### src/rtl/dpsram_arb_pkg.sv
// Shared types for the DPSRAM port arbiter: requester id and read-return tag.
package dpsram_arb_pkg;

    localparam int MAX_NREQ = 8;

    typedef logic [$clog2(MAX_NREQ)-1:0] req_id_t;

    typedef struct packed {
        logic    valid;
        req_id_t id;
    } rd_tag_t;

endpackage

### src/rtl/dpsram_port_arbiter_rr_pick.sv
// Combinational one-hot pick: the first set request after position ptr, wrapping modulo NREQ.
module rr_pick
    import dpsram_arb_pkg::*;
#(
    parameter int NREQ = 2
) (
    input  logic [NREQ-1:0] req,
    input  req_id_t         ptr,
    output logic [NREQ-1:0] grant,
    output req_id_t         win_id
);

    int   rank;
    int   best;
    int   win;
    logic found;

    // Rank each requester by its distance past ptr; the smallest valid rank wins.
    always_comb begin
        rank  = 0;
        best  = NREQ;
        win   = 0;
        found = 1'b0;
        for (int i = 0; i < NREQ; i++) begin
            rank = i - int'(ptr) - 1;
            if (rank < 0) begin
                rank = rank + NREQ;
            end
            if (req[i] && (rank < best)) begin
                best  = rank;
                win   = i;
                found = 1'b1;
            end
        end
    end

    always_comb begin
        grant = '0;
        for (int i = 0; i < NREQ; i++) begin
            grant[i] = found && (win == i);
        end
    end

    assign win_id = req_id_t'(win);

endmodule

### src/rtl/dpsram_port_arbiter.sv
// Shares one DPSRAM port among NREQ requesters and routes read data back by tag.
// Define DPSRAM_ARB_RR_EN for round-robin arbitration; otherwise fixed lowest-index priority.
module dpsram_port_arbiter
    import dpsram_arb_pkg::*;
#(
    parameter int DWIDTH = 32,
    parameter int AWIDTH = 32,
    parameter int NREQ   = 2,
    parameter int RD_LAT = 1
) (
    input  logic                   clk,
    input  logic                   rst,
    input  logic [NREQ-1:0]        req_valid,
    output logic [NREQ-1:0]        req_ready,
    input  logic [NREQ-1:0]        req_we,
    input  logic [NREQ*AWIDTH-1:0] req_addr,
    input  logic [NREQ*DWIDTH-1:0] req_wdata,
    output logic [NREQ-1:0]        rsp_valid,
    output logic [DWIDTH-1:0]      rsp_rdata,
    output logic                   sram_clk,
    output logic                   sram_rst,
    output logic                   sram_en,
    output logic                   sram_we,
    output logic [AWIDTH-1:0]      sram_addr,
    output logic [DWIDTH-1:0]      sram_din,
    input  logic [DWIDTH-1:0]      sram_dout
);

    logic [NREQ-1:0]   grant;
    req_id_t           win_id;
    req_id_t           pick_ptr;
    logic              win_we;
    logic [AWIDTH-1:0] win_addr;
    logic [DWIDTH-1:0] win_din;

    logic              sram_en_reg;
    logic              sram_we_reg;
    logic [AWIDTH-1:0] sram_addr_reg;
    logic [DWIDTH-1:0] sram_din_reg;
    req_id_t           issue_id_reg;
    rd_tag_t           tag_reg [RD_LAT];
    rd_tag_t           tag_next;
    rd_tag_t           tag_out;

    assign sram_clk = clk;
    assign sram_rst = rst;

`ifdef DPSRAM_ARB_RR_EN
    req_id_t last_reg;

    always_ff @(posedge clk or posedge rst) begin
        if (rst) begin
            last_reg <= req_id_t'(NREQ - 1);
        end else if (|req_ready) begin
            last_reg <= win_id;
        end
    end

    assign pick_ptr = last_reg;
`else
    // Pointer pinned at NREQ-1 makes requester 0 always the first candidate.
    assign pick_ptr = req_id_t'(NREQ - 1);
`endif

    rr_pick #(
        .NREQ (NREQ)
    ) u_pick (
        .req    (req_valid),
        .ptr    (pick_ptr),
        .grant  (grant),
        .win_id (win_id)
    );

    assign req_ready = rst ? '0 : grant;

    always_comb begin
        win_we   = 1'b0;
        win_addr = '0;
        win_din  = '0;
        for (int i = 0; i < NREQ; i++) begin
            if (grant[i]) begin
                win_we   = req_we[i];
                win_addr = req_addr[i*AWIDTH +: AWIDTH];
                win_din  = req_wdata[i*DWIDTH +: DWIDTH];
            end
        end
    end

    // Address and data hold their last value between grants; only enable/write drop.
    always_ff @(posedge clk or posedge rst) begin
        if (rst) begin
            sram_en_reg   <= 1'b0;
            sram_we_reg   <= 1'b0;
            sram_addr_reg <= '0;
            sram_din_reg  <= '0;
            issue_id_reg  <= '0;
        end else if (|req_ready) begin
            sram_en_reg   <= 1'b1;
            sram_we_reg   <= win_we;
            sram_addr_reg <= win_addr;
            sram_din_reg  <= win_din;
            issue_id_reg  <= win_id;
        end else begin
            sram_en_reg   <= 1'b0;
            sram_we_reg   <= 1'b0;
        end
    end

    assign sram_en   = sram_en_reg;
    assign sram_we   = sram_we_reg;
    assign sram_addr = sram_addr_reg;
    assign sram_din  = sram_din_reg;

    assign tag_next.valid = sram_en_reg & ~sram_we_reg;
    assign tag_next.id    = issue_id_reg;

    // Tag enters on the same edge the SRAM samples the read, so it exits with valid dout.
    always_ff @(posedge clk or posedge rst) begin
        if (rst) begin
            for (int i = 0; i < RD_LAT; i++) begin
                tag_reg[i] <= '0;
            end
        end else begin
            tag_reg[0] <= tag_next;
            for (int i = 1; i < RD_LAT; i++) begin
                tag_reg[i] <= tag_reg[i-1];
            end
        end
    end

    assign tag_out = tag_reg[RD_LAT-1];

    generate
        for (genvar gi = 0; gi < NREQ; gi++) begin : g_rsp
            assign rsp_valid[gi] = tag_out.valid && (tag_out.id == req_id_t'(gi));
        end
    endgenerate

    assign rsp_rdata = sram_dout;

endmodule

### config.mk
export PLATFORM = sky130hd
export DESIGN_NAME = dpsram_port_arbiter
export DESIGN_NICKNAME = d
export VERILOG_FILES = /design/src/rtl/dpsram_arb_pkg.sv /design/src/rtl/dpsram_port_arbiter_rr_pick.sv /design/src/rtl/dpsram_port_arbiter.sv
export SDC_FILE = /design/constraint.sdc
export NUM_CORES = 1
export LEC_CHECK = 0
export ABC_AREA = 1
export CELL_PAD_IN_SITES_DETAIL_PLACEMENT = 0
export CELL_PAD_IN_SITES_GLOBAL_PLACEMENT = 2
export CORE_AREA = 2 2 146 183
export DETAILED_ROUTE_END_ITERATION = 12
export DIE_AREA = 0 0 148 185
export HOLD_SLACK_MARGIN = 0.12
export PLACE_DENSITY = 0.81
export SYNTH_ARGS = -nofsm -noshare
export SYNTH_HDL_FRONTEND = slang
export SYNTH_SLANG_ARGS = --single-unit
### constraint.sdc
create_clock -name clk -period 1.2 [get_ports clk]
set_input_delay 0.24 -clock clk [delete_from_list [all_inputs] [get_ports clk]]
set_output_delay 0.24 -clock clk [all_outputs]
set_load 0.01 [all_outputs]
Word level (Yosys, flattened, before mapping)
Cells that the tools add are included.

operators by class
  add/subtract/negate cells = 0
  multipliers = 0
  div/mod/pow operators = 0
  magnitude comparators = 1
  equal/unequal tests = 2
  shift operators = 0
  mux-type cells = 13
  bitwise logic cells = 2
  reductions and logical operators = 8

operators with widths
  cell                                                       number
  two-way mux 32 bit                                         4
  logical NOT 32 bit                                         1
  two-way mux 1 bit                                          7
  logical AND 1 bit                                          5
  two-way mux 2 bit                                          2
  == test 3 x 1 -> 1 bit, second input constant              1
  logical NOT 3 bit                                          1
  less-than comparator 1 x 2 -> 1 bit, first input constant  1
  OR reduction 2 bit                                         1
  bitwise AND 1 bit                                          1
  == test 1 bit, second input constant                       1
  NOT 1 bit                                                  1

storage, ports and cells
  bits in registers = 73
  bits in latches = 0
  RAM bits = 0
  memory bits (read-only) = 0
  input bits = 166
  output and inout bits = 104
  logic and storage cells = 33
  memories kept = 0

Depth between registers and ports, before layout
Gate-level depths: netlist of run 1.

  depth after elaboration = 9
  depth in mapped cells = 7
  gate-level depth less buffers = 5

Modules after synthesis
A second synthesis of run 1 with hierarchy kept.

unflattened totals
  cells, all modules = 654
  area total of the unflattened synthesis = 4,473.0 µm²

by module, submodules not included
  module               instances  cells each  area each (µm²)  seq. area each (µm²)
  dpsram_port_arbiter  1          555         3,902.5          1,826.8
  rr_pick              1          99          570.5            0.0

==> summary.md, run 1 <==
| Metric | Value |
|---|---|
| Status | `complete, but fails checks` |
| Failing checks | `setup timing` |
| Asr flop ratio synth | `1.00` |
| Core ar. | `0.0258 mm^2` |
| Arrival @ worst endpoint | `1.05 ns` |
| Fin nets | `900` |
| Area Growth Syn to Fin | `70.8%` |
| Post-synth top area cell | `dfrtp_1` |
| N_diodes | `0` |
| Clock share of power | `0.401` |
| Int Pwr | `0.00587 W` |
| Final Max Slew Viols | `0` |
| Vias per cell | `3.65` |
| Reg clk slew, reported paths | `0.06 ns` |
| Drt first-iter violations | `92` |
| Top cells by area, synth | `dfrtp_1 45%, nand2_1 32%, buf_4 10%, nand3_1 8.6%, buf_2 1.4%` |
| Leak | `3.36 nW` |
| Critical path peak fanout | `2` |
| Critical Path RT | `0.96 ns` |
| Critical Path End Type | `output pin` |
| CP Launch Type | `flop` |
| Pin count of the biggest net entering global routing | `69` |
| Initial core utilization | `0.147` |
| Gr usage total | `0.104` |
| Pwr/cell area | `1240 mW/mm^2` |
| Total grt overflow | `0` |
| Antenna viol nets, final | `0` |
| Skew-Pair Late Insertion Delay | `0.44 ns` |
| Worst slew pin tran | `0.492 ns` |
| DP Wirelength | `9.77 mm` |
| Clock Skews | `0.000350 ns` |
| Cell Rows | `66` |
| WHS | `0.194 ns` |
| Post-synth top cells | `324 x nand2_1, 69 x dfrtp_1, 65 x nand3_1, 53 x buf_4, 11 x buf_2` |
| Ys Warns | `0` |
| Syn_nets | `706` |
| Most used flip-flop cell after synthesis | `dfrtp_1` |
| Combinational power share | `0.252` |
| Chip height | `185 um` |
| Max cap viols | `0` |
| Library cells used by synthesis | `13` |
| Yosys reg bits | `69` |
| Drt wl/cell | `13.0 um` |
| Initial antenna violation count | `0` |
| Tcrit/Tclk final | `1.07` |
| VDD IR max | `713 uV` |
| Vias | `3943` |
| Global placement routability congestion | `0.704` |
| Synth Instances | `540` |
| CTS tree | `built` |
| Total power | `0.00802 W` |
| Part of the power in registers | `0.346` |
| Unrepaired setup endpoints after global routing | `true` |
| Design area | `0.00649 mm^2` |
| Final wirelength | `14.0 mm` |
| DR pass1 iterations | `4` |
| Mapped cell area | `0.00380 mm^2` |
| Fmax | `778 MHz` |
| Relative slew margins | `0.672` |
| Sequential share of the synthesized area | `0.454` |
| Area post-placement | `0.00602 mm^2` |
| Tightest Hold Check Type | `in -> reg` |
| Hold Fails Final Rpt | `0` |
| Share of cells above drive strength 1 | `0.185` |
| Switching power | `0.00216 W` |
| Most frequent cell after synthesis | `nand2_1` |
| First-pass GRT wire length | `21.8 mm` |
| EDFF count, synth | `0` |
| Worst Setup Path Type | `reg -> out` |
| Port bufs | `205` |
| Die width | `148 um` |
| Syn_area_per_cell | `7.04 um^2` |
| Vias in the first global route | `4050` |
| Die ar. | `0.0274 mm^2` |
| Residual DRC | `0` |
| # IOs | `270` |
| Net Sw Frac | `0.269` |
| Post-synth top area share | `0.454` |
| Worst setup slack after layout | `-0.0852 ns` |
| Fin crit period | `1.29 ns` |
| Finish-stage setup viols | `36` |
-- path summary, 6_finish.rpt --
check | end | slack (ns) | start | depth (start not counted)
min reg2reg | tag_out[0] | 0.39 | issue_id_reg[0] | 0
min in group asynchronous | tag_out[0] | 0.31 | rst | 5
max in group asynchronous | issue_id_reg[0] | 0.48 | rst | 5
min | issue_id_reg[0] | 0.19 | req_valid[1] | 4
max reg2reg | sram_din[24] | 0.35 | sram_din[24] | 4
max | rsp_valid[1] | -0.09 | tag_out[0] | 3
-- logic make-up after synthesis --
logic type             count (synthesis)  synth area share
and+or+nand+nor                      393             0.410
AOI/OAI and AO/OA                      4           0.00691
buffers and inverters                 74             0.129
DFF                                   69             0.454
-- final cells by class --
cell class	count	area, um^2
Clock buffer	16	332
Clock inverter	3	42.5
Fill cell	2880	19300
Inverter	5	26.3
Multi-Input combinational cell	397	1590
Sequential cell	69	1730
Tap cell	340	425
Timing Repair Buffer	249	2350
-- cell usage in the layout (no fill, tap or decap) --
cell / synthesis / layout
nand2_1: 324 / 324
clkdlybuf4s50_1: 0 / 130
dfrtp_1: 69 / 69
nand3_1: 65 / 65
buf_6: 0 / 42
buf_4: 53 / 39
buf_2: 11 / 29
clkbuf_16: 0 / 11
buf_12: 0 / 5
nor2_1: 4 / 4
dlygate4sd2_1: 0 / 4
clkbuf_8: 0 / 3
inv_2: 2 / 2
inv_1: 3 / 2
inv_8: 0 / 1
o21a_2: 0 / 1
o21ai_4: 0 / 1
a21oi_1: 1 / 1
o21ai_1: 1 / 1
clkbuf_1: 5 / 1
clkinv_2: 0 / 1
clkinvlp_4: 0 / 1
bufinv_16: 0 / 1
dlygate4sd3_1: 0 / 1
-- per-stage QoR --
stage / TNS (ns) / setup slack (ns) / utilization / std cells
floorplan: 0 / 0.0189 / - / 540
global placement: -31.82 / -0.416 / 0.234 / 1035
detailed placement: -35.92 / -0.415 / 0.234 / 1035
CTS: -2.30 / -0.121 / 0.245 / 1069
global route: -3.27 / -0.159 / 0.252 / 1079
finish: -0.349 / -0.0852 / 0.252 / 1079
-- routing by layer --
layer	GRT usage	share of wire	vias to the layer above	wire, um
met5	0	0	-	0
met4	0.0503	0.026	0	371
met3	0.0333	0.071	27	990
met2	0.175	0.48	135	6710
met1	0.119	0.42	1765	5940
li1	-	-	2016	-
-- power by group through the flow --
stage / clock (W) / combinational (W) / sequential (W)
5_1_grt: 0.00350 / 0.00224 / 0.00281
4_1_cts: 0.00339 / 0.00195 / 0.00276
2_1_floorplan: 0.0000687 / 0.000722 / 0.00291
3_5_place_dp: 0.0000848 / 0.00201 / 0.00279
6_report: 0.00322 / 0.00202 / 0.00278
3_3_place_gp: 0.0000848 / 0.00201 / 0.00278
-- repair_timing --
action                     4_1_cts  5_1_grt
setup endpoints to repair       72       68
cloned                           0        0
hold buffers                     1        0
resized for setup              315       17
hold endpoints to repair         1        0
pin swaps                        2        0
setup buffers                   15       10
-- worst max-delay path: stages (launching register included) --
cell	delay, ns
dfrtp_1	0.38
nand2_1	0.08
inv_2	0.04
buf_6	0.11
No activity file was read; power rests on OpenSTA's default activity.
==> inputs of run 2 (changes only) <==
--- a/config.mk
+++ b/config.mk
@@ -11,6 +11,7 @@
 export CORE_AREA = 2 2 146 183
 export DETAILED_ROUTE_END_ITERATION = 12
 export DIE_AREA = 0 0 148 185
+export GPL_TIMING_DRIVEN = 1
 export HOLD_SLACK_MARGIN = 0.12
 export PLACE_DENSITY = 0.81
 export SYNTH_ARGS = -nofsm -noshare
==> results of run 2 <==
No change in the layout: final DEF, timing and power equal those of run 1.
==> inputs of run 3 (changes only) <==
--- a/config.mk
+++ b/config.mk
@@ -6,6 +6,7 @@
 export NUM_CORES = 1
 export LEC_CHECK = 0
 export ABC_AREA = 1
+export CAP_MARGIN = 5
 export CELL_PAD_IN_SITES_DETAIL_PLACEMENT = 0
 export CELL_PAD_IN_SITES_GLOBAL_PLACEMENT = 2
 export CORE_AREA = 2 2 146 183
==> results of run 3 <==
No change in the layout: final DEF, timing and power equal those of run 1.
